File: config.mk
export PLATFORM = sky130hd
export DESIGN_NAME = imem_arbiter
export DESIGN_NICKNAME = d
export VERILOG_FILES = /design/src/rtl/imem_arbiter.sv
export SDC_FILE = /design/constraint.sdc
export NUM_CORES = 1
export LEC_CHECK = 0
export CORE_AREA = 2 2 107 109
export CTS_BUF_LIST = sky130_fd_sc_hd__clkbuf_16
export CTS_CLUSTER_SIZE = 20
export DETAILED_ROUTE_END_ITERATION = 8
export DIE_AREA = 0 0 109 111
export PLACE_DENSITY = 0.59
export SLEW_MARGIN = 10
export SYNTH_ARGS = -nofsm -noshare
export SYNTH_HDL_FRONTEND = slang
export SYNTH_SLANG_ARGS = --single-unit
File: constraint.sdc
create_clock -name clk -period 5 [get_ports clk]
set_input_delay 1.5 -clock clk [delete_from_list [all_inputs] [get_ports clk]]
set_output_delay 1.5 -clock clk [all_outputs]
set_load 0.005 [all_outputs]
File: src/rtl/imem_arbiter.sv
// Arbitrates one single-ported instruction memory between fetch (port A) and loader (port B), with a B lock.
// Define IMEM_ARB_RR_EN for round-robin contention; otherwise fetch has fixed priority.
module imem_arbiter #(
    parameter int ADDR_W = 32,
    parameter int DATA_W = 32
) (
    input  logic                clk,
    input  logic                rst_n,
    input  logic                a_req,
    input  logic [ADDR_W-1:0]   a_addr,
    output logic                a_gnt,
    output logic                a_rvalid,
    output logic [DATA_W-1:0]   a_rdata,
    input  logic                b_req,
    input  logic                b_we,
    input  logic                b_lock,
    input  logic [ADDR_W-1:0]   b_addr,
    input  logic [DATA_W-1:0]   b_wdata,
    input  logic [DATA_W/8-1:0] b_wstrb,
    output logic                b_gnt,
    output logic                b_rvalid,
    output logic [DATA_W-1:0]   b_rdata,
    output logic                mem_en,
    output logic                mem_we,
    output logic [ADDR_W-1:0]   mem_addr,
    output logic [DATA_W-1:0]   mem_wdata,
    output logic [DATA_W/8-1:0] mem_wstrb,
    input  logic [DATA_W-1:0]   mem_rdata
);

    typedef enum logic {ARB, LOCK_B} state_t;

    state_t state_q, state_d;
    logic   a_wins;

`ifdef IMEM_ARB_RR_EN
    // Set when A was granted most recently; B wins the next contention.
    logic last_a_q;

    always_ff @(posedge clk or negedge rst_n) begin
        if (!rst_n) begin
            last_a_q <= 1'b1;
        end else if (a_gnt) begin
            last_a_q <= 1'b1;
        end else if (b_gnt) begin
            last_a_q <= 1'b0;
        end
    end

    assign a_wins = !last_a_q;
`else
    assign a_wins = 1'b1;
`endif

    // NOTE: sequential state uses non-blocking assignments so every flop samples pre-edge values.
    always_ff @(posedge clk or negedge rst_n) begin
        if (!rst_n) begin
            state_q <= ARB;
        end else begin
            state_q <= state_d;
        end
    end

    // NOTE: every always_comb output gets a default first so no path infers a latch.
    always_comb begin
        state_d = state_q;
        case (state_q)
            ARB:    if (b_gnt && b_lock)  state_d = LOCK_B;
            LOCK_B: if (b_gnt && !b_lock) state_d = ARB;
            default: state_d = ARB;
        endcase
    end

    // Grants are gated by rst_n so nothing reaches the memory while reset is held.
    always_comb begin
        a_gnt = 1'b0;
        b_gnt = 1'b0;
        if (rst_n) begin
            if (state_q == LOCK_B) begin
                b_gnt = b_req;
            end else if (a_req && b_req) begin
                a_gnt = a_wins;
                b_gnt = !a_wins;
            end else begin
                a_gnt = a_req;
                b_gnt = b_req;
            end
        end
    end

    always_comb begin
        mem_en    = a_gnt | b_gnt;
        mem_we    = b_gnt & b_we;
        mem_addr  = '0;
        mem_wdata = '0;
        mem_wstrb = '0;
        if (b_gnt) begin
            mem_addr  = b_addr;
            mem_wdata = b_wdata;
            if (b_we) mem_wstrb = b_wstrb;
        end else if (a_gnt) begin
            mem_addr = a_addr;
        end
    end

    // Response tag: one flop per port marks who issued last cycle's read.
    always_ff @(posedge clk or negedge rst_n) begin
        if (!rst_n) begin
            a_rvalid <= 1'b0;
            b_rvalid <= 1'b0;
        end else begin
            a_rvalid <= a_gnt;
            b_rvalid <= b_gnt & ~b_we;
        end
    end

    assign a_rdata = mem_rdata;
    assign b_rdata = mem_rdata;

endmodule
# Word-level counts from Yosys, hierarchy flattened
# Cells that the tools add are included.
# Widths: inputs -> output; s select.
# word_totals
ff_bits,3
latchBits,0
mem_bits_rw,0
romBits,0
in_bits,138
wordCells,26
memories,0
# op_classes
addsub,0
mul,0
n_div,0
order_cmp,0
n_eq_ne,0
shifts,0
mux,14
bitwise,5
n_reduce_logical,4
# ops
op,count
$mux 32,3
$mux 1,8
$mux 4,2
$logic_and 1x1->1,3
$and 1x1->1,2
$not 1->1,2
$pmux 1 s2,1
$logic_not 1->1,1
$or 1x1->1,1

# Depth between registers and ports, before layout
# Gate-level depths: netlist of run 1.
# logic_depth
word_depth,7
ltp_mapped,6

# Worst setup path before layout of run 1
# No wires, ideal clock.
# synth_path
kind,input-to-output
from,input port a_req
to,output port mem_wdata[10]
arrival_ps,2212
t_required_ps,3500
slack_ps,1288
path_stages,6
path_buffers,3
path_cell_list,nor2b_2 > buf_6 > nor2_4 > buf_6 > buf_6 > and2_1
# synth_between
elab_chain_len,5
# synth_lines
element,line,text
start: declaration,9,"input logic a_req,"
$logic_and 1x1->1,81,end else if (a_req && b_req) begin
$mux 1,81,
$mux 1,79,if (state_q == LOCK_B) begin
$mux 1,78,if (rst_n) begin
$mux 32,97,if (b_gnt) begin
end: declaration,26,"output logic [DATA_W-1:0] mem_wdata,"
# No other way between the ends.

# Worst setup path after layout of run 1
# layout_path
from,input port a_req
to,output port mem_addr[3]
# layout_between
elab_chain_len,6
word_cells_on_any_way,9
classes_between,mux: 8; reduce/logical: 1
# layout_lines
element,line,text
$logic_and 1x1->1,81,
$mux 1,81,
$mux 1,79,
$mux 1,78,
$mux 32,101,end else if (a_gnt) begin
$mux 32 (*),97,
end: declaration,25,"output logic [ADDR_W-1:0] mem_addr,"
# Every way passes the cells marked *; elsewhere a longest branch is shown, timed or not.

==> results.tsv, run 1 <==
stage	metric	value	unit
run_status	status	completed	
critical_path	R2R setup slack	3.90	ns
routing	Iteration-0 DRC Markers	27	
final_layout	FF+latch area	75.1	um^2
placed_design	number of I/O port buffers	179	
die	Die Area	12100	um^2
final_layout	area taken by multi-input logic gates	813	um^2
placed_design	DP Wirelength	4960	um
timing	Final Skew	0.00429	ns
synth	Synth top area share	0.325	
routing	via/cell ratio	3.88	
routing	Remaining DRCs	0	
die	# rows	39	
placed_design	Placer Congestion	0.743	
synth	top-count cell post-synth	buf_4	
die	IO Count	276	
final_layout	area added between synthesis and finish	104	%
synth	Post-Syn Nets	365	
synth	post-synthesis sequential area ratio	0.0508	
routing	vias post-DR	1852	
final_layout	layout cells sized above 1	0.0329	
routing	final wirelength	5870	um
cts	Clock Path Buffers	2	
synth	Unique masters post-synth	18	
final_layout	final layout net count	473	
critical_path	CP most frequent cell	clkdlybuf4s50_1	
timing	Final Cycle Share	0.955	
die	core area	11100	um^2
critical_path	CP Max Fanout	16	
power	P_leak	1.10	nW
timing	RSZ-0062 raised after global routing	no	
synth	most instantiated cells after synthesis	buf_4 (64), and2_1 (34), nand2_1 (33)	
grt	largest net degree at the start of global routing	39	
placed_design	DP Worst Slack	0.214	ns
cts	clk_lat worst skew	0.23	ns
placed_design	Area after DPL	2930	um^2
cts	CTS tree	built	
timing	measured slew at the worst slew-check pin	0.331	ns
final_layout	antenna diode count	0	
die	starting density of the core	0.133	
timing	Max Slew Vio Count	0	
final_layout	Filler Cell Count	1193	
critical_path	CP max-delay cell	clkdlybuf4s50_1	
power	peak supply drop	0.0000681	V
critical_path	Register-to-Register Path Depth	3	
synth	Mean Syn Cell Area	6.50	um^2
synth	top cells by area, synth	buf_4 (33%), and2_1 (14%), nand3_1 (11%)	
critical_path	Critical Path AT	3.27	ns
synth	#FFs+latches synth	3	
grt	initial antenna violation count	0	
final_layout	Design Area, Final	3010	um^2
timing	Max-slew headroom	0.779	
synth	Synth warnings	0	
synth	Netlist Area Pre-Place	1480	um^2
timing	endpoints failing hold	0	
routing	Routed wire per std cell	12.3	um
worst_hold_path	Hold Crit Class	reg2reg	
timing	setup ws final	0.225	ns
routing	Routed Antenna Nets	0	
cts	hold_buf cts	0	
power	PnR Total Power	0.000389	W
synth	cell taking the most area after synthesis	buf_4	
cts	H-tree depth	1	
synth	Post-synth top flop	dfrtp_1	
critical_path	CP cell instances	clkdlybuf4s50_1, nor2b_2, buf_4, nand2_1, a21boi_0, clkdlybuf4s50_1	
critical_path	Crit path required time	3.50	ns
timing	Final TNS setup	0	ns
power	pwr dens	129	nW/um^2
die	die height	111	um
critical_path	max incr delay on CP	0.55	ns
worst_hold_path	Worst Hold Depth	1	
cts	CTS Sinks	3	
timing	Tmin final	4.77	ns
critical_path	Crit Path Class	in2out	
placed_design	# placed instances	473	
critical_path	CP Launch Type	input port	
final_layout	fin cells	477	
run	max_cap viols	0	
critical_path	crit end category	output pin	
timing	Final Setup Violations	0	
grt	first-pass GRT wire length	8900	um
grt	number of global-route vias before repair	1901	
grt	GRT Util Overall	0.0914	
synth	Post-synth EDFFs	0	
synth	Post-Synthesis Cells	227	
routing	first-pass iteration count of the detailed router	4	
cts	Num CTS Buffers	3	
cts	CTS resizes	0	
cts	Root Buffer	clkbuf_16	
cts	Clk pin slew, worst setup/hold paths	0.03	ns
cts	post-CTS setup buffer count	0	
synth	Post-synth ARST share	1.00	
critical_path	FF-to-FF End	a_rvalid$_DFF_PN0_	
die	chip width	109	um
grt	gr ovfl total	0	
timing	Fmax achieved	209	MHz
[layout make-up]
cell class | count | share of cell area
repair buffers | 185 | 0.619
flip-flops and latches | 3 | 0.0250
clock buffers | 3 | 0.0250
clock inverters | 1 | 0.00125
multi-input cells | 142 | 0.270
well taps | 143 | 0.0595
[worst max-delay path by stage]
stage,from,to
2_1_floorplan,a_req,mem_wdata[10]
4_1_cts,a_req,mem_addr[3]
5_1_grt,a_req,mem_addr[15]
6_report,a_req,mem_addr[3]
3_3_place_gp,a_req,mem_addr[5]
3_5_place_dp,a_req,mem_addr[3]
[logic make-up (layout without fill, tap and decap cells)]
family | after synthesis | in the layout | share of synthesized area
compound gates | 34 | 34 | 0.174
buf+inv | 82 | 189 | 0.398
flops | 3 | 3 | 0.0508
simple gates | 108 | 108 | 0.377
[per-layer routing]
metal,part of all wire,vias up,GRT usage,wire length (um)
met5,0,-,0,0
li1,-,885,-,-
met4,0.029,0,0.0316,173
met2,0.51,126,0.174,2970
met3,0.13,27,0.0353,741
met1,0.34,814,0.0862,1980
[cell usage in the layout (no fill, tap or decap), drive strengths merged]
master,instances
nand3,32
buf,6
a21boi,32
dfrtp,3
nor2b,1
nor3,1
o21a,1
nor2,2
clkbuf,3
nand2b,1
o22a,1
and2,34
inv,1
clkdlybuf4s50,179
nand2,33
and3,4
[metrics by stage]
step	hold slack, ns	util
6_report	0.518	0.272
5_1_grt	0.560	0.272
4_1_cts	0.526	0.272
3_5_place_dp	0.522	0.264
3_3_place_gp	0.516	0.264
2_1_floorplan	0.494	-
[report_power, final]
part	switching (W)	internal, W	total [W]	leakage [nW]
clock network	0.0000246	0.000103	0.000128	0.0423
logic	0.0000760	0.000157	0.000233	1.02
registers	0.00000118	0.0000266	0.0000278	0.0389
total	0.000102	0.000287	0.000389	1.10
[critical path, delay by kind of cell]
family | cells | cell delay [ns]
buf+inv | 3 | 1.29
simple gates | 2 | 0.30
compound gates | 1 | 0.17
Power figures use the tool's default switching activity.
==> run 2: changes to the inputs <==
Settings changed: ABC_CLOCK_PERIOD_IN_PS set to 5000.
==> results of run 2 <==
The final DEF is identical to that of run 1; final timing and power are the same.
==> run 3: changes to the inputs <==
Settings changed: ABC_CLOCK_PERIOD_IN_PS 5000 to 4700, CTS_BUF_LIST sky130_fd_sc_hd__clkbuf_16 to unset.
Clock period 5 ns to 4.7 ns, I/O delays scaled along.
==> results.tsv, run 3 (same netlist as run 1, synthesis figures left out) <==
stage	metric	value	unit	change
timing	Final Cycle Share	0.978		
die	die height	111	um	unchanged
cts	Clk pin slew, worst setup/hold paths	0.03	ns	about the same
cts	Clock Path Buffers	2		unchanged
cts	clk_lat worst skew	0.23	ns	about the same
routing	Routed wire per std cell	12.7	um	+3.3%
die	starting density of the core	0.133		unchanged
critical_path	Crit path required time	3.29	ns	-0.21 ns
power	combinational share of power	0.607		+0.008
grt	first-pass GRT wire length	9090	um	+2.1%
die	IO Count	276		unchanged
die	chip width	109	um	unchanged
cts	CTS tree	built		
placed_design	Area after DPL	2980	um^2	+1.7%
timing	Final TNS setup	0	ns	unchanged
final_layout	FF+latch area	75.1	um^2	unchanged
routing	final wirelength	6140	um	+4.6%
die	core area	11100	um^2	unchanged
run_status	status	completed		
final_layout	Design Area, Final	3080	um^2	+2.4%
placed_design	# placed instances	478		+1.1%
timing	Final Skew	0.00369	ns	-0.000594 ns
final_layout	antenna diode count	0		unchanged
placed_design	DP Wirelength	5030	um	+1.4%
grt	gr ovfl total	0		unchanged
power	peak supply drop	0.0000777	V	+14%
power	clock share of power	0.324		-0.005
die	# rows	39		unchanged
grt	GRT Util Overall	0.0936		+0.00228
routing	Iteration-0 DRC Markers	50		+85%
timing	Tmin final	4.60	ns	
placed_design	number of I/O port buffers	179		unchanged
final_layout	area added between synthesis and finish	109	%	
power	sw frac	0.263		+0.00134
critical_path	crit end category	output pin		
timing	Fmax achieved	218	MHz	
power	P_sw	0.000113	W	+11%
cts	Root Buffer	clkbuf_16		
critical_path	CP Launch Type	input port		
grt	initial antenna violation count	0		unchanged
timing	Final Setup Violations	0		unchanged
placed_design	Placer Congestion	0.741		-0.22%
final_layout	Filler Cell Count	1200		+0.59%
timing	Max Slew Vio Count	0		unchanged
cts	H-tree depth	1		unchanged
final_layout	most common cell after layout, fill and taps aside	clkdlybuf4s50_1		
power	sequential share of power	0.069		-0.002
critical_path	CP Max Fanout	19		+3
final_layout	fin cells	483		+1.3%
timing	endpoints failing hold	0		unchanged
final_layout	commonest cells after routing, fill and taps aside	clkdlybuf4s50_1 (177), and2_1 (34), nand2_1 (33)		
routing	first-pass iteration count of the detailed router	4		unchanged
worst_hold_path	Hold Crit Class	reg2reg		
die	Die Area	12100	um^2	unchanged
routing	vias post-DR	1859		+0.38%
cts	Num CTS Buffers	3		unchanged
final_layout	final layout net count	479		+1.3%
routing	via/cell ratio	3.85		-0.87%
routing	Routed Antenna Nets	0		unchanged
cts	CTS Sinks	3		unchanged
final_layout	fin util	0.278		+0.00655
critical_path	Crit Path Class	in2out		
timing	measured slew at the worst slew-check pin	0.203	ns	-0.129 ns
timing	Max-slew headroom	0.865		+0.0858
power	P_int	0.000315	W	+9.8%
timing	RSZ-0062 raised after global routing	no		
run	max_cap viols	0		unchanged
critical_path	Critical Path AT	3.19	ns	-0.08 ns
final_layout	layout cells sized above 1	0.0529		+0.0200
final_layout	area taken by multi-input logic gates	816	um^2	+0.31%
grt	number of global-route vias before repair	1878		-1.2%
cts	hold_buf cts	0		unchanged
power	P_leak	1.17	nW	+5.7%
power	pwr dens	139	nW/um^2	+7.4%
routing	Remaining DRCs	0		unchanged
grt	largest net degree at the start of global routing	39		unchanged
## run 3: path summary, 6_finish.rpt
kind / endpoint / slack, ns / cells past startpoint / start
max in group asynchronous: async pin / 2.96 / 2 / rst_n
worst min-delay path: register / 0.53 / 1 / register
worst max register to register: a_rvalid$_DFF_PN0_ / 3.66 / 4 / register
worst max-delay path: mem_addr[19] / 0.10 / 7 / a_req
min in group asynchronous: b_rvalid$_DFF_PN0_ / 1.55 / 2 / rst_n
worst min register to register: register / 0.53 / 1 / register
## run 3: worst max-delay path: stages
cell and delay, ns:
clkdlybuf4s50_1 0.52, nor2b_2 0.18, buf_4 0.15, buf_12 0.15, nand2_1 0.06, a21boi_0 0.17, clkdlybuf4s50_1 0.54
## run 3: power by group through the flow
stage / sequential, W / clock (W) / combinational (W)
detailed placement: 0.0000301 / 0 / 0.000258
CTS: 0.0000297 / 0.000143 / 0.000260
global placement: 0.0000300 / 0 / 0.000256
finish: 0.0000297 / 0.000138 / 0.000259
global route: 0.0000302 / 0.000143 / 0.000281
floorplan: 0.0000299 / 0 / 0.000124
## run 3: metal layers
metal,share of wire,routed length [um],vias up,track usage
li1,-,-,899,-
met1,0.35,2170,808,0.0968
met2,0.50,3040,126,0.170
met3,0.12,765,26,0.0353
met4,0.026,160,0,0.0316
met5,0,0,-,0
## run 3: metrics by stage
step	total power [W]	hold WS, ns	worst slack [ns]
global placement	0.000286	0.529	0.0728
floorplan	0.000154	0.494	1.17
CTS	0.000432	0.545	0.0685
detailed placement	0.000288	0.537	0.0681
global route	0.000455	0.572	0.00393
finish	0.000427	0.534	0.103
## run 3: final cells by class
type,instances,share of cell area
flip-flops and latches,3,0.0244
multi-input cells,142,0.265
well taps,143,0.0581
clock buffers,4,0.0256
repair buffers,191,0.627
## run 3: what timing repair did
item | in CTS | in global routing
buffers inserted | 0 | 0
setup endpoints to repair | 0 | 8
gates resized for setup | 0 | 7
